[src/rtl/id_hazard_scoreboard_pkg.sv]
// rtl/id_hazard_scoreboard_pkg.sv - shared constants and entry layout for the ID hazard scoreboard
package id_hazard_scoreboard_pkg;

   localparam int REG_AW_DEF = 5;
   localparam int ZERO_REG   = 31;

   // Forwarding select encoding: 0 reads the regfile, k+1 takes stage k's result
   localparam int FWD_RF  = 0;
   localparam int FWD_EX  = 1;
   localparam int FWD_MEM = 2;
   localparam int FWD_WB  = 3;

   // One tracked in-flight instruction at the default register width
   typedef struct packed {
      logic                  v;
      logic [REG_AW_DEF-1:0] rd;
      logic                  ld;
   } entry_t;

endpackage

[src/rtl/id_hazard_scoreboard_if.sv]
// rtl/id_hazard_scoreboard_if.sv - ID-stage operand bundle and hazard/forward results
interface id_hazard_scoreboard_if #(
   parameter int REG_AW = 5,
   parameter int FWD_W  = 2,
   parameter int CNT_W  = 16
);
   logic              id_valid;
   logic [REG_AW-1:0] id_ra;
   logic              id_ra_used;
   logic [REG_AW-1:0] id_rb;
   logic              id_rb_used;
   logic [REG_AW-1:0] id_rd;
   logic              id_rd_we;
   logic              id_is_load;
   logic              id_flush;
   logic              stall;
   logic              issue;
   logic [FWD_W-1:0]  fwd_a;
   logic [FWD_W-1:0]  fwd_b;
   logic [CNT_W-1:0]  stall_cnt;

   modport master (
      output id_valid, id_ra, id_ra_used, id_rb, id_rb_used,
             id_rd, id_rd_we, id_is_load, id_flush,
      input  stall, issue, fwd_a, fwd_b, stall_cnt
   );

   modport slave (
      input  id_valid, id_ra, id_ra_used, id_rb, id_rb_used,
             id_rd, id_rd_we, id_is_load, id_flush,
      output stall, issue, fwd_a, fwd_b, stall_cnt
   );
endinterface

[src/rtl/id_hazard_scoreboard_hazard_match_prio.sv]
// rtl/id_hazard_scoreboard_hazard_match_prio.sv - match one source against all in-flight entries
module hazard_match_prio #(
   parameter int REG_AW     = 5,
   parameter int ZERO_REG   = 31,
   parameter int PIPE_DEPTH = 3,
   parameter int FWD_W      = 2
) (
   input  logic [REG_AW-1:0]                  src,
   input  logic                               used,
   input  logic [PIPE_DEPTH-1:0]              ent_v,
   input  logic [PIPE_DEPTH-1:0]              ent_ld,
   input  logic [PIPE_DEPTH-1:0][REG_AW-1:0]  ent_rd,
   output logic                               hit,
   output logic                               ld_at_ex,
   output logic [FWD_W-1:0]                   fwd_sel
);
   import id_hazard_scoreboard_pkg::*;

   logic [PIPE_DEPTH-1:0] match;

   // Per-entry match; the zero register never produces a hazard
   always_comb begin
      match = '0;
      for (int k = 0; k < PIPE_DEPTH; k++) begin
         match[k] = used && (src != REG_AW'(ZERO_REG)) && ent_v[k] && (ent_rd[k] == src);
      end
   end

   // Scan oldest to youngest so the youngest producer is the last one assigned
   always_comb begin
      hit      = |match;
      ld_at_ex = match[0] & ent_ld[0];
      fwd_sel  = FWD_W'(FWD_RF);
      for (int k = PIPE_DEPTH - 1; k >= 0; k--) begin
         if (match[k]) begin
            fwd_sel = FWD_W'(FWD_EX + k);
         end
      end
   end

endmodule

[src/rtl/id_hazard_scoreboard.sv]
// rtl/id_hazard_scoreboard.sv - in-flight destination tracking, load-use stall and EX forwarding selects
module id_hazard_scoreboard #(
   parameter int REG_AW     = 5,
   parameter int ZERO_REG   = id_hazard_scoreboard_pkg::ZERO_REG,
   parameter int PIPE_DEPTH = 3,
   parameter int FWD_W      = $clog2(PIPE_DEPTH + 1),
   parameter int CNT_W      = 16
) (
   input logic                 clk,
   input logic                 rst_n,
   id_hazard_scoreboard_if.slave bus
);
   import id_hazard_scoreboard_pkg::*;

   logic [PIPE_DEPTH-1:0]             ent_v;
   logic [PIPE_DEPTH-1:0]             ent_ld;
   logic [PIPE_DEPTH-1:0][REG_AW-1:0] ent_rd;
   logic [CNT_W-1:0]                  cnt_q;

   logic hit_a, hit_b, ld_a, ld_b;
   logic [FWD_W-1:0] sel_a, sel_b;
   logic active, stall, issue;

   hazard_match_prio #(
      .REG_AW(REG_AW), .ZERO_REG(ZERO_REG), .PIPE_DEPTH(PIPE_DEPTH), .FWD_W(FWD_W)
   ) u_match_a (
      .src(bus.id_ra), .used(bus.id_ra_used),
      .ent_v(ent_v), .ent_ld(ent_ld), .ent_rd(ent_rd),
      .hit(hit_a), .ld_at_ex(ld_a), .fwd_sel(sel_a)
   );

   hazard_match_prio #(
      .REG_AW(REG_AW), .ZERO_REG(ZERO_REG), .PIPE_DEPTH(PIPE_DEPTH), .FWD_W(FWD_W)
   ) u_match_b (
      .src(bus.id_rb), .used(bus.id_rb_used),
      .ent_v(ent_v), .ent_ld(ent_ld), .ent_rd(ent_rd),
      .hit(hit_b), .ld_at_ex(ld_b), .fwd_sel(sel_b)
   );

   // Flush and reset both squash the ID instruction before any hazard is considered
   always_comb begin
      active = rst_n & bus.id_valid & ~bus.id_flush;
      stall  = active & (ld_a | ld_b);
      issue  = active & ~stall;
   end

   assign bus.stall     = stall;
   assign bus.issue     = issue;
   assign bus.fwd_a     = sel_a;
   assign bus.fwd_b     = sel_b;
   assign bus.stall_cnt = cnt_q;

   // Advance the in-flight window every cycle; non-issuing cycles inject a bubble
   always_ff @(posedge clk) begin
      if (!rst_n) begin
         ent_v  <= '0;
         ent_ld <= '0;
         for (int k = 0; k < PIPE_DEPTH; k++) begin
            ent_rd[k] <= REG_AW'(ZERO_REG);
         end
      end else begin
         ent_v  <= {ent_v[PIPE_DEPTH-2:0],
                    issue & bus.id_rd_we & (bus.id_rd != REG_AW'(ZERO_REG))};
         ent_ld <= {ent_ld[PIPE_DEPTH-2:0], issue & bus.id_is_load};
         ent_rd <= {ent_rd[PIPE_DEPTH-2:0], issue ? bus.id_rd : REG_AW'(ZERO_REG)};
      end
   end

   // Saturating count of stall cycles
   always_ff @(posedge clk) begin
      if (!rst_n) begin
         cnt_q <= '0;
      end else if (stall && (cnt_q != {CNT_W{1'b1}})) begin
         cnt_q <= cnt_q + 1'b1;
      end
   end

endmodule

[src/flat_wrapper.sv]
// flat-port wrapper written by rule: the top's interface ports become plain ports
module id_hazard_scoreboard_flat import id_hazard_scoreboard_pkg::*;
#(
   parameter int REG_AW     = 5,
   parameter int ZERO_REG   = id_hazard_scoreboard_pkg::ZERO_REG,
   parameter int PIPE_DEPTH = 3,
   parameter int FWD_W      = $clog2(PIPE_DEPTH + 1),
   parameter int CNT_W      = 16
)
  (clk, rst_n, bus_id_valid, bus_id_ra, bus_id_ra_used, bus_id_rb, bus_id_rb_used, bus_id_rd, bus_id_rd_we, bus_id_is_load, bus_id_flush, bus_stall, bus_issue, bus_fwd_a, bus_fwd_b, bus_stall_cnt);
  id_hazard_scoreboard_if #(.REG_AW(REG_AW), .FWD_W(FWD_W), .CNT_W(CNT_W)) bus_i ();
  input logic clk;
  input logic rst_n;
  input wire logic [$bits(bus_i.id_valid)-1:0] bus_id_valid;
  input wire logic [$bits(bus_i.id_ra)-1:0] bus_id_ra;
  input wire logic [$bits(bus_i.id_ra_used)-1:0] bus_id_ra_used;
  input wire logic [$bits(bus_i.id_rb)-1:0] bus_id_rb;
  input wire logic [$bits(bus_i.id_rb_used)-1:0] bus_id_rb_used;
  input wire logic [$bits(bus_i.id_rd)-1:0] bus_id_rd;
  input wire logic [$bits(bus_i.id_rd_we)-1:0] bus_id_rd_we;
  input wire logic [$bits(bus_i.id_is_load)-1:0] bus_id_is_load;
  input wire logic [$bits(bus_i.id_flush)-1:0] bus_id_flush;
  output wire logic [$bits(bus_i.stall)-1:0] bus_stall;
  output wire logic [$bits(bus_i.issue)-1:0] bus_issue;
  output wire logic [$bits(bus_i.fwd_a)-1:0] bus_fwd_a;
  output wire logic [$bits(bus_i.fwd_b)-1:0] bus_fwd_b;
  output wire logic [$bits(bus_i.stall_cnt)-1:0] bus_stall_cnt;
  assign bus_i.id_valid = bus_id_valid;
  assign bus_i.id_ra = bus_id_ra;
  assign bus_i.id_ra_used = bus_id_ra_used;
  assign bus_i.id_rb = bus_id_rb;
  assign bus_i.id_rb_used = bus_id_rb_used;
  assign bus_i.id_rd = bus_id_rd;
  assign bus_i.id_rd_we = bus_id_rd_we;
  assign bus_i.id_is_load = bus_id_is_load;
  assign bus_i.id_flush = bus_id_flush;
  assign bus_stall = bus_i.stall;
  assign bus_issue = bus_i.issue;
  assign bus_fwd_a = bus_i.fwd_a;
  assign bus_fwd_b = bus_i.fwd_b;
  assign bus_stall_cnt = bus_i.stall_cnt;
  id_hazard_scoreboard #(.REG_AW(REG_AW), .ZERO_REG(ZERO_REG), .PIPE_DEPTH(PIPE_DEPTH), .FWD_W(FWD_W), .CNT_W(CNT_W)) u_core (.clk(clk), .rst_n(rst_n), .bus(bus_i));
endmodule
[config.mk]
export PLATFORM = sky130hd
export DESIGN_NAME = id_hazard_scoreboard_flat
export DESIGN_NICKNAME = d
export VERILOG_FILES = /design/src/rtl/id_hazard_scoreboard_pkg.sv /design/src/rtl/id_hazard_scoreboard_if.sv /design/src/rtl/id_hazard_scoreboard_hazard_match_prio.sv /design/src/rtl/id_hazard_scoreboard.sv /design/src/flat_wrapper.sv
export SDC_FILE = /design/constraint.sdc
export NUM_CORES = 1
export LEC_CHECK = 0
export ABC_AREA = 0
export BUFFER_PORTS_ARGS = -buffer_cell sky130_fd_sc_hd__buf_4
export CAP_MARGIN = 30
export CORE_UTILIZATION = 57
export DETAILED_ROUTE_END_ITERATION = 16
export GPL_TIMING_DRIVEN = 0
export PLACE_DENSITY_LB_ADDON = 0.12
export SLEW_MARGIN = 20
export SYNTH_ARGS = -nofsm -noshare
export SYNTH_HDL_FRONTEND = slang
export SYNTH_SLANG_ARGS = --single-unit
[constraint.sdc]
create_clock -name clk -period 3.7 [get_ports clk]
set_clock_uncertainty 0.2 [all_clocks]
set_input_delay 0.37 -clock clk [delete_from_list [all_inputs] [get_ports clk]]
set_output_delay 0.37 -clock clk [all_outputs]
set_load 0.05 [all_outputs]
==> reports/results.ini, run 1 <==
[detailed_routing]
wire_per_inst_um=13.6
wirelength_um=4240
ant_nets=0
via_count=1681
dr.pass1.iters=4
vias_per_cell=5.41
drt-initial-drc-count=110
drc=0

[layout]
syn_to_final_growth_pct=29.5
mostFrequentLayoutCells=buf_4, dfxtp_1, nand2_1
finalNetCount=290
diodes=0
drive_above_1_share=0.243
final_common_cell=buf_4
final_area_sq_um=2370
multi_input_area_sq_um=1100
register_area_sq_um=701
fillers=234

[setup_path]
critPathKind=flop to output pin
crit_chain=xor2_1 > nor4_1 > and4_1 > o21ai_2 > buf_2 > nand2_1 > inv_1 > buf_4
crit_family=simple AND/OR/NAND/NOR gates
ff2ff_path_depth=8
cp_data_required_time_ps=3130
crit_slowest_cell=dfxtp_1
critPathArrivalTime_ps=2260
r2r_setup_slack_ps=1410
start_kind=flop
r2r_end=u_core.bus.stall_cnt[13]$_SDFFE_PN0P_
end_kind=output pin
path_buf_inv=3
r2r-start=u_core.bus.stall_cnt[0]$_SDFFE_PN0P_
cp_max_fo=10
critPathMaxStageDelay_ps=360

[min_path]
min_path_cells=2
hold_class=input port to flop
min_to=u_core.ent_ld[0]$_SDFF_PN0_
hp-start=bus_id_is_load

[clock_tree]
cts_buffer_depth=2
worstSkewPairLatency_ps=340
clkSinkCount=35
ctsHtreeMaxLevel=2
cts_tree=built
post_cts_resized=0
clockRootBuffer=clkbuf_4
path_clk_slew_ps=110
cts_buffers=5

[die]
num_rows=20
die_x_um=58.7
fp.dieH_um=58.7
core_area_sq_um=3050
initial_core_util=0.601
io_pins=45
dieArea_sq_um=3450

[global_route]
grt_pass1_vias=1501
grt.overflow.total=0
grt_pass1_wl_um=6950
grt_usage=0.272
antenna_found_initial=0
grt_max_degree=13

[timing]
period_minus_slack_ps=2830
fin_tns_setup_ps=0
setup_violations=0
fin_hold_ws_ps=61.2
fmax_mhz=354
rsz0062_at_grt=false
hold_viol_final=0
worst_pin_slew_ps=525
slew_violations=0
min_period_over_period=0.764
slew_headroom=0.650

[pwr]
power_frac_seq=0.479
switching_share=0.216
p_leak_nw=0.930
p_total_mw=0.801
clkPwrFrac=0.429
power_density_nw_per_um2=338
vdd_drop_max_uv=235
p_sw_mw=0.173
intPower_mw=0.628
comb_power_share=0.092

[yosys]
yosysTopAreaCell=dfxtp_1
synth_top_area_frac=0.382
synth-seq-cells=35
synth_fp_nets=234
synth_warnings=0
yosysSeqAreaShare=0.382
synth_area_leaders=dfxtp_1, xor2_1, xnor2_1
synthCells=210
ys_types=38
syn_area_per_cell_sq_um=8.73
syn_area_sq_um=1830

[placed_design]
dp_hpwl_um=3100
gp_congestion=0.893
port_buffers=44
dpl_cell_area_sq_um=2220

[flow_run]
maxCapViolations=0

[run_status]
status=finished, final reports clean

[cells in the mapped netlist]
cell and count:
a21oi_1 6, xnor2_1 15, and4_1 3, o31ai_1 3, o21bai_4 1, a311oi_1 1
or2b_1 3, ha_1 1, mux2i_1 7, nor2_1 9, nor4b_1 1, nand2_1 25
nor3_2 1, or2_1 1, nor3_1 5, o21ai_0 3, nand2b_1 17, inv_1 3
nand4_1 12, buf_2 2, nor4_1 5, dfxtp_1 35, o21a_1 2, o311ai_0 1
o21ba_2 1, or3_1 3, xor2_1 16, or2_2 7, and3_1 3, o41ai_1 1
clkbuf_1 3, a31oi_1 1, o21ai_1 1, or4_1 3, o21ai_2 1, and2_1 3
nand3_1 4, nand3b_1 1
[routing by layer]
| metal | part of all wire | track usage | vias up | wire length [um] |
|---|---|---|---|---|
| met2 | 0.46 | 0.420 | 59 | 1940 |
| met3 | 0.059 | 0.0769 | 7 | 249 |
| met5 | 0 | 0 | - | 0 |
| met1 | 0.47 | 0.367 | 762 | 2000 |
| met4 | 0.012 | 0.0816 | 0 | 52 |
| li1 | - | - | 853 | - |
[state kept, by name, indices dropped and copies added (netlist names)]
name	count
u_core.ent_ld	1
u_core.bus.stall_cnt	16
u_core.ent_rd	15
u_core.ent_v	3
[layout make-up]
class                   count  area share
multi-input cells         167       0.464
flip-flops and latches     35       0.295
repair buffers             49       0.160
clock inverters             3      0.0285
well taps                  44      0.0232
clock buffers               5      0.0158
plain buffers               5     0.00896
inverters                   3     0.00474
[repair_timing]
item,4_1_cts,5_1_grt
hold buffers,0,5
endpoints found under the hold margin,0,6
buffers inserted,0,0
[power by group through the flow]
stage,registers (mW),clock network [mW],logic (mW)
after floorplan,0.391,0,0.0337
after global placement,0.392,0,0.0669
after detailed placement,0.392,0,0.0685
after CTS,0.384,0.351,0.0693
after global routing,0.384,0.374,0.0802
final,0.384,0.344,0.0738
[worst max path at each step]
stage	start	end	slack (ps)	cells after the start
3_5_place_dp	bus_id_ra[2]	bus_issue	1050	9
5_1_grt	u_core.ent_rd[1]$_SDFF_PN1_	bus_issue	670	8
4_1_cts	u_core.ent_rd[4]$_SDFF_PN1_	bus_issue	870	8
6_report	u_core.ent_rd[1]$_SDFF_PN1_	bus_issue	870	8
2_1_floorplan	bus_id_rb[1]	bus_stall	1200	6
3_3_place_gp	bus_id_ra[2]	bus_issue	1070	9
[kinds of logic (layout without fill, tap and decap cells)]
family,Yosys count,in the layout,synth area share
AND/OR/NAND/NOR,106,106,0.321
adder cells (fa/ha/maj),1,1,0.00682
AO/OA/AOI/OAI,22,22,0.0859
buffers and inverters,8,65,0.0177
XOR/XNOR,31,31,0.148
flip-flops,35,35,0.382
multiplexers,7,7,0.0382
[through the flow]
step                setup slack [ps]   util  cells
global route                     667  0.778    311
CTS                              866  0.761    306
global placement                1070  0.727    298
detailed placement              1050  0.727    298
finish                           873  0.778    311
floorplan                       1200      -    210
Power figures use the tool's default switching activity.
==> inputs of run 2 (changes only) <==
ABC_AREA = 1   (was 0)
CORE_UTILIZATION = 54   (was 57)
clock period = 2.7 ns   (was 3.7 ns; I/O delays follow)
==> run 2 against run 1 <==
Area after synthesis is 12% higher. Die area is 17% higher. Critical path type unchanged. Non-clock buffer count stayed put. Wire length is 14% higher. Cell count is 39% higher. Largest cell class unchanged. Utilization is 6.3 points lower. Critical path depth is 1 higher. Total power is 40% higher.
==> reports/results.ini, run 2 <==
[timing]
setup_violations=0  ; unchanged
fmax_mhz=437
slew_violations=0  ; unchanged
fin_tns_setup_ps=0  ; unchanged
worst_pin_slew_ps=660  ; +135 ps
setup_ws_ps=410  ; -463 ps
hold_viol_final=0  ; unchanged
fin_hold_ws_ps=26.3  ; -34.9 ps
min_period_over_period=0.848
period_minus_slack_ps=2290
rsz0062_at_grt=false
slew_headroom=0.558  ; -0.0918

[detailed_routing]
drc=0  ; unchanged
route.met3.wl_um=185  ; -26%
wire_per_inst_um=11.3  ; -17%
via_count=2153  ; +28%
drt-initial-drc-count=125  ; +14%
wirelength_um=4860  ; +14%
wl_met2_um=2540  ; +31%
wl_met1_um=2070  ; +3.7%
vias_per_cell=5.00  ; -7.6%
dr.pass1.iters=4  ; unchanged
ant_nets=0  ; unchanged
highest_layer=met4

[setup_path]
critPathMaxStageDelay_ps=380  ; +20 ps
crit_family=simple AND/OR/NAND/NOR gates
path_buf_inv=2  ; -1
crit_chain=inv_1 > a21oi_1 > nand2_1 > nor2_1 > nand3_2 > nand2_4 > nand2_2 > nor2_1 > buf_4
start_kind=flop
crit_slowest_cell=dfxtp_1
critPathKind=flop to output pin
critPathArrivalTime_ps=1820  ; -440 ps
cp_data_required_time_ps=2230  ; -900 ps
cp_max_fo=8  ; -2
timing.critical_path.mode_cell=nor2_1
end_kind=output pin

[pwr]
power_frac_seq=0.467  ; -0.012
p_sw_mw=0.256  ; +48%
vdd_drop_max_uv=328  ; +40%
power_density_nw_per_um2=430  ; +28%
intPower_mw=0.870  ; +39%
switching_share=0.227  ; +0.0109
clkPwrFrac=0.435  ; +0.006
comb_power_share=0.099  ; +0.007
p_leak_nw=1.31  ; +41%

[die]
core_area_sq_um=3660  ; +20%
initial_core_util=0.559  ; -0.0414
num_rows=22  ; +10%
dieArea_sq_um=4040  ; +17%
die_x_um=63.6  ; +8.3%
io_pins=45  ; unchanged
fp.dieH_um=63.6  ; +8.3%

[layout]
drive_above_1_share=0.172  ; -0.0711
fillers=331  ; +41%
syn_to_final_growth_pct=27.7
diodes=0  ; unchanged
mostFrequentLayoutCells=nand2_1, inv_1, nor2_1
final_common_cell=nand2_1
utilization=0.715  ; -0.0632
finalNetCount=406  ; +40%
largest_reg_flops=16  ; unchanged

[clock_tree]
cts_tree=built
ctsHtreeMaxLevel=2  ; unchanged
clockRootBuffer=clkbuf_8
worstSkewPairLatency_ps=290  ; -50 ps
cts_buffers=5  ; unchanged
clkSinkCount=35  ; unchanged
cts_buffer_depth=2  ; unchanged
path_clk_slew_ps=70  ; -40 ps

[yosys]
synth-edff-count=0  ; unchanged
yosysMostFrequentCell=nand2_1
synth_top_area_frac=0.342  ; -0.0399
synthCells=325  ; +55%
async_flop_share=0  ; unchanged
yosysSeqAreaShare=0.342  ; -0.0399
syn_area_per_cell_sq_um=6.30  ; -28%
synth-seq-cells=35  ; unchanged
ys_types=31  ; -18%
yosysTopAreaCell=dfxtp_1
synth_area_leaders=dfxtp_1, nand2_1, inv_1
synth_warnings=0  ; unchanged
synth_fp_nets=349  ; +49%
syn_area_sq_um=2050  ; +12%
ys.flop_type=dfxtp_1
synth_commonest_cells=nand2_1, inv_1, nor2_1

[global_route]
grt_pass1_vias=2043  ; +36%
grt_usage=0.262  ; -0.0101
grt_max_degree=12  ; -1
grt.overflow.total=0  ; unchanged
antenna_found_initial=0  ; unchanged
grt_pass1_wl_um=8260  ; +19%

[run_status]
status=finished, final reports clean

[placed_design]
port_buffers=44  ; unchanged
pre_cts_slack_ps=710  ; -345 ps
gp_congestion=0.867  ; -2.9%
dp_hpwl_um=3720  ; +20%

[min_path]
hold_class=input port to flop

[flow_run]
maxCapViolations=0  ; unchanged

run 2: cell count changes after synthesis, sizes merged, moves of 8 or more:
cell	previous run	this run
nand2b	17	0
xnor2	15	3
nand3	4	18
nor2	9	50
nand2	25	93
xor2	16	8
inv	3	57
run 2: per-stage QoR:
stage | area, sq um | power, mW | instances
4_1_cts | 2620 | 1.14 | 431
5_1_grt | 2620 | 1.17 | 431
3_5_place_dp | 2440 | 0.641 | 417
2_1_floorplan | 2050 | 0.591 | 325
6_report | 2620 | 1.13 | 431
3_3_place_gp | 2440 | 0.639 | 417
run 2: power by group through the flow:
stage               clock network, mW  registers [mW]  logic [mW]
finish                          0.489           0.526       0.111
CTS                             0.499           0.526       0.110
global placement                    0           0.537       0.101
detailed placement                  0           0.538       0.103
global route                    0.520           0.526       0.122
floorplan                           0           0.536      0.0549
run 2: area by class of cell:
cell class,instances,area [sq um],area share
Timing Repair Buffer,50,390,0.149
Sequential cell,35,701,0.268
Clock inverter,2,35.0,0.0134
Inverter,57,214,0.0818
Tap cell,48,60.1,0.0230
Clock buffer,6,82.6,0.0316
Multi-Input combinational cell,229,1120,0.428
Buffer,4,15.0,0.00574
run 2: per-layer routing:
metal,global-route usage,vias to the layer above
met5,0,-
met1,0.290,971
li1,-,1126
met2,0.483,50
met4,0.0994,0
met3,0.0525,6
run 2: cell families after synthesis:
group           after synthesis  share of synthesized area
fa+ha+maj                     1                    0.00611
simple gates                185                      0.400
buf+inv                      61                      0.112
compound gates               32                     0.0928
flops                        35                      0.342
xor+xnor                     11                     0.0470
run 2: repair_timing:
item | CTS | global route
hold buffers | 6 | 0
setup buffers | 0 | 0
gates resized for setup | 0 | 0
hold endpoints to repair | 6 | 0
run 2: worst register-to-register path, stage by stage, from the launching register on:
cell     delay [ps]
dfxtp_1         380
ha_1            190
nand2_1          80
nor2_1          240
nand4_2         270
nand2_1         180
nor2_1           60
nand4_1         130
nand2_1          70
nand2_1          60
nor2_1           40
run 2: final timing paths:
kind / from / endpoint / slack, ps / depth (start not counted)
setup / recovery: u_core.ent_v[0]$_SDFF_PN0_ / bus_stall / 410 / 9
hold / removal: bus_id_rd_we / u_core.ent_v[0]$_SDFF_PN0_ / 30 / 2
setup reg to reg: u_core.bus.stall_cnt[0]$_SDFFE_PN0P_ / u_core.bus.stall_cnt[8]$_SDFFE_PN0P_ / 710 / 10
hold reg to reg: u_core.ent_v[1]$_SDFF_PN0_ / u_core.ent_v[2]$_SDFF_PN0_ / 220 / 2
==> inputs of run 3 (changes only) <==
CORE_UTILIZATION = 49   (was 54)
clock period = 2 ns   (was 2.7 ns; I/O delays follow)
==> run 3 against run 2 <==
First-iteration DRC count shrank 4.8%. Largest cell class unchanged. Utilization fell by 2.1 points. Register-to-register slack got worse by 560 ps. Critical endpoint is now bus_fwd_a[1]. Count of clock-buffer cells in the layout unchanged. Via count is 2.0% higher. Combinational power is 48% higher.
==> reports/results.ini, run 3 (synthesis gave the netlist of run 2 again) <==
[run_status]
status=finished, final reports clean

[die]
num_rows=23  ; +4.5%
fp.dieH_um=66.7  ; +4.8%
die_x_um=66.7  ; +4.8%
dieArea_sq_um=4440  ; +9.9%
initial_core_util=0.512  ; -0.0474
core_area_sq_um=4000  ; +9.3%
io_pins=45  ; unchanged

[placed_design]
port_buffers=44  ; unchanged
gp_congestion=0.877  ; +1.2%
dp_hpwl_um=3680  ; -1.0%
pre_cts_slack_ps=56.0  ; -654 ps

[timing]
hold_viol_final=0  ; unchanged
rsz0062_at_grt=true
slew_violations=0  ; unchanged
min_period_over_period=0.983
worst_pin_slew_ps=811  ; +151 ps
period_minus_slack_ps=1970
slew_headroom=0.457  ; -0.101
fmax_mhz=509
setup_violations=0  ; unchanged
setup_ws_ps=34.8  ; -375 ps

[detailed_routing]
drt-initial-drc-count=119  ; -4.8%
via_count=2196  ; +2.0%
ant_nets=0  ; unchanged
dr.pass1.iters=6  ; +2
wirelength_um=4970  ; +2.4%
drc=0  ; unchanged
wire_per_inst_um=11.3  ; +0.52%
vias_per_cell=5.00  ; +0.14%

[setup_path]
cp_max_fo=2  ; -6
crit_chain=xnor2_2 > nand3_1 > nor4_2 > nand2_1 > a21boi_1 > buf_4
critPathMaxStageDelay_ps=360  ; -20 ps
end_kind=output pin
critPathArrivalTime_ps=1570  ; -250 ps
critPathKind=flop to output pin
crit_family=simple AND/OR/NAND/NOR gates
start_kind=flop
cp_data_required_time_ps=1600  ; -630 ps
path_buf_inv=1  ; -1
crit_slowest_cell=dfxtp_2

[pwr]
p_sw_mw=0.352  ; +37%
p_leak_nw=1.37  ; +4.5%
p_total_mw=1.53  ; +36%
switching_share=0.229  ; +0.00203
clkPwrFrac=0.430  ; -0.005
vdd_drop_max_uv=595  ; +81%
intPower_mw=1.18  ; +36%
comb_power_share=0.107  ; +0.008
power_frac_seq=0.463  ; -0.004
power_density_nw_per_um2=552  ; +28%

[clock_tree]
ctsHtreeMaxLevel=2  ; unchanged
worstSkewPairLatency_ps=290  ; about the same
path_clk_slew_ps=70  ; about the same
clockRootBuffer=clkbuf_8
clkSinkCount=35  ; unchanged
cts_buffers=5  ; unchanged
cts_buffer_depth=2  ; unchanged
cts_tree=built

[layout]
finalNetCount=412  ; +1.5%
utilization=0.694  ; -0.0205
final_common_cell=nand2_1
syn_to_final_growth_pct=35.6
drive_above_1_share=0.254  ; +0.0822
mostFrequentLayoutCells=nand2_1, inv_1, nor2_1
fillers=355  ; +7.3%
largest_reg_flops=16  ; unchanged
diodes=0  ; unchanged

[global_route]
grt_pass1_wl_um=8060  ; -2.4%
grt_max_degree=12  ; unchanged
grt_pass1_vias=1882  ; -7.9%
grt_usage=0.240  ; -0.0220
grt.overflow.total=0  ; unchanged
antenna_found_initial=0  ; unchanged

[flow_run]
maxCapViolations=0  ; unchanged

[min_path]
hold_class=input port to flop

run 3: routing by layer:
metal | wire length, um | GRT usage
met5 | 0 | 0
met4 | 50 | 0.0691
met3 | 270 | 0.0548
met2 | 2310 | 0.399
met1 | 2340 | 0.305
run 3: timing repair:
item / in CTS / in global routing
pin swaps: 4 / 8
gates resized for setup: 12 / 24
endpoints found under the hold margin: 7 / 0
hold buffers: 7 / 0
buffers inserted: 3 / 2
endpoints found under the setup margin: 3 / 16
run 3: tightest hold or removal path, delay by kind of cell:
family / cells / cell delay [ps]
AND/OR/NAND/NOR: 3 / 360
buffers and inverters: 1 / 70
run 3: power by group through the flow:
| stage | logic, mW | registers (mW) | clock network (mW) |
|---|---|---|---|
| final | 0.164 | 0.711 | 0.659 |
| after CTS | 0.154 | 0.710 | 0.670 |
| after floorplan | 0.0743 | 0.724 | 0 |
| after global placement | 0.137 | 0.725 | 0 |
| after global routing | 0.180 | 0.711 | 0.707 |
| after detailed placement | 0.139 | 0.725 | 0 |
run 3: path summary, 6_finish.rpt:
path	from	endpoint	slack [ps]	depth (start not counted)
max reg2reg	u_core.bus.stall_cnt[13]$_SDFFE_PN0P_	u_core.bus.stall_cnt[8]$_SDFFE_PN0P_	150	9
min reg2reg	u_core.ent_v[1]$_SDFF_PN0_	u_core.ent_v[2]$_SDFF_PN0_	230	2
max	u_core.ent_rd[12]$_SDFF_PN1_	bus_fwd_a[1]	30	6
min	bus_id_flush	u_core.ent_ld[0]$_SDFF_PN0_	200	4
run 3: area by class of cell:
type / instances / area (sq um) / area share
clock buffers: 6 / 82.6 / 0.0297
multi-input cells: 229 / 1190 / 0.429
well taps: 50 / 62.6 / 0.0225
inverters: 57 / 216 / 0.0780
clock inverters: 2 / 35.0 / 0.0126
plain buffers: 4 / 15.0 / 0.00541
repair buffers: 56 / 457 / 0.164
flip-flops and latches: 35 / 716 / 0.258
run 3: through the flow:
stage	hold WS, ps	instance area (sq um)	std cells	setup TNS [ps]
2_1_floorplan	99.9	2050	325	-18.8
6_report	195	2780	439	0
3_5_place_dp	201	2450	419	0
3_3_place_gp	196	2450	419	0
5_1_grt	229	2780	439	-168
4_1_cts	169	2690	437	-1.77
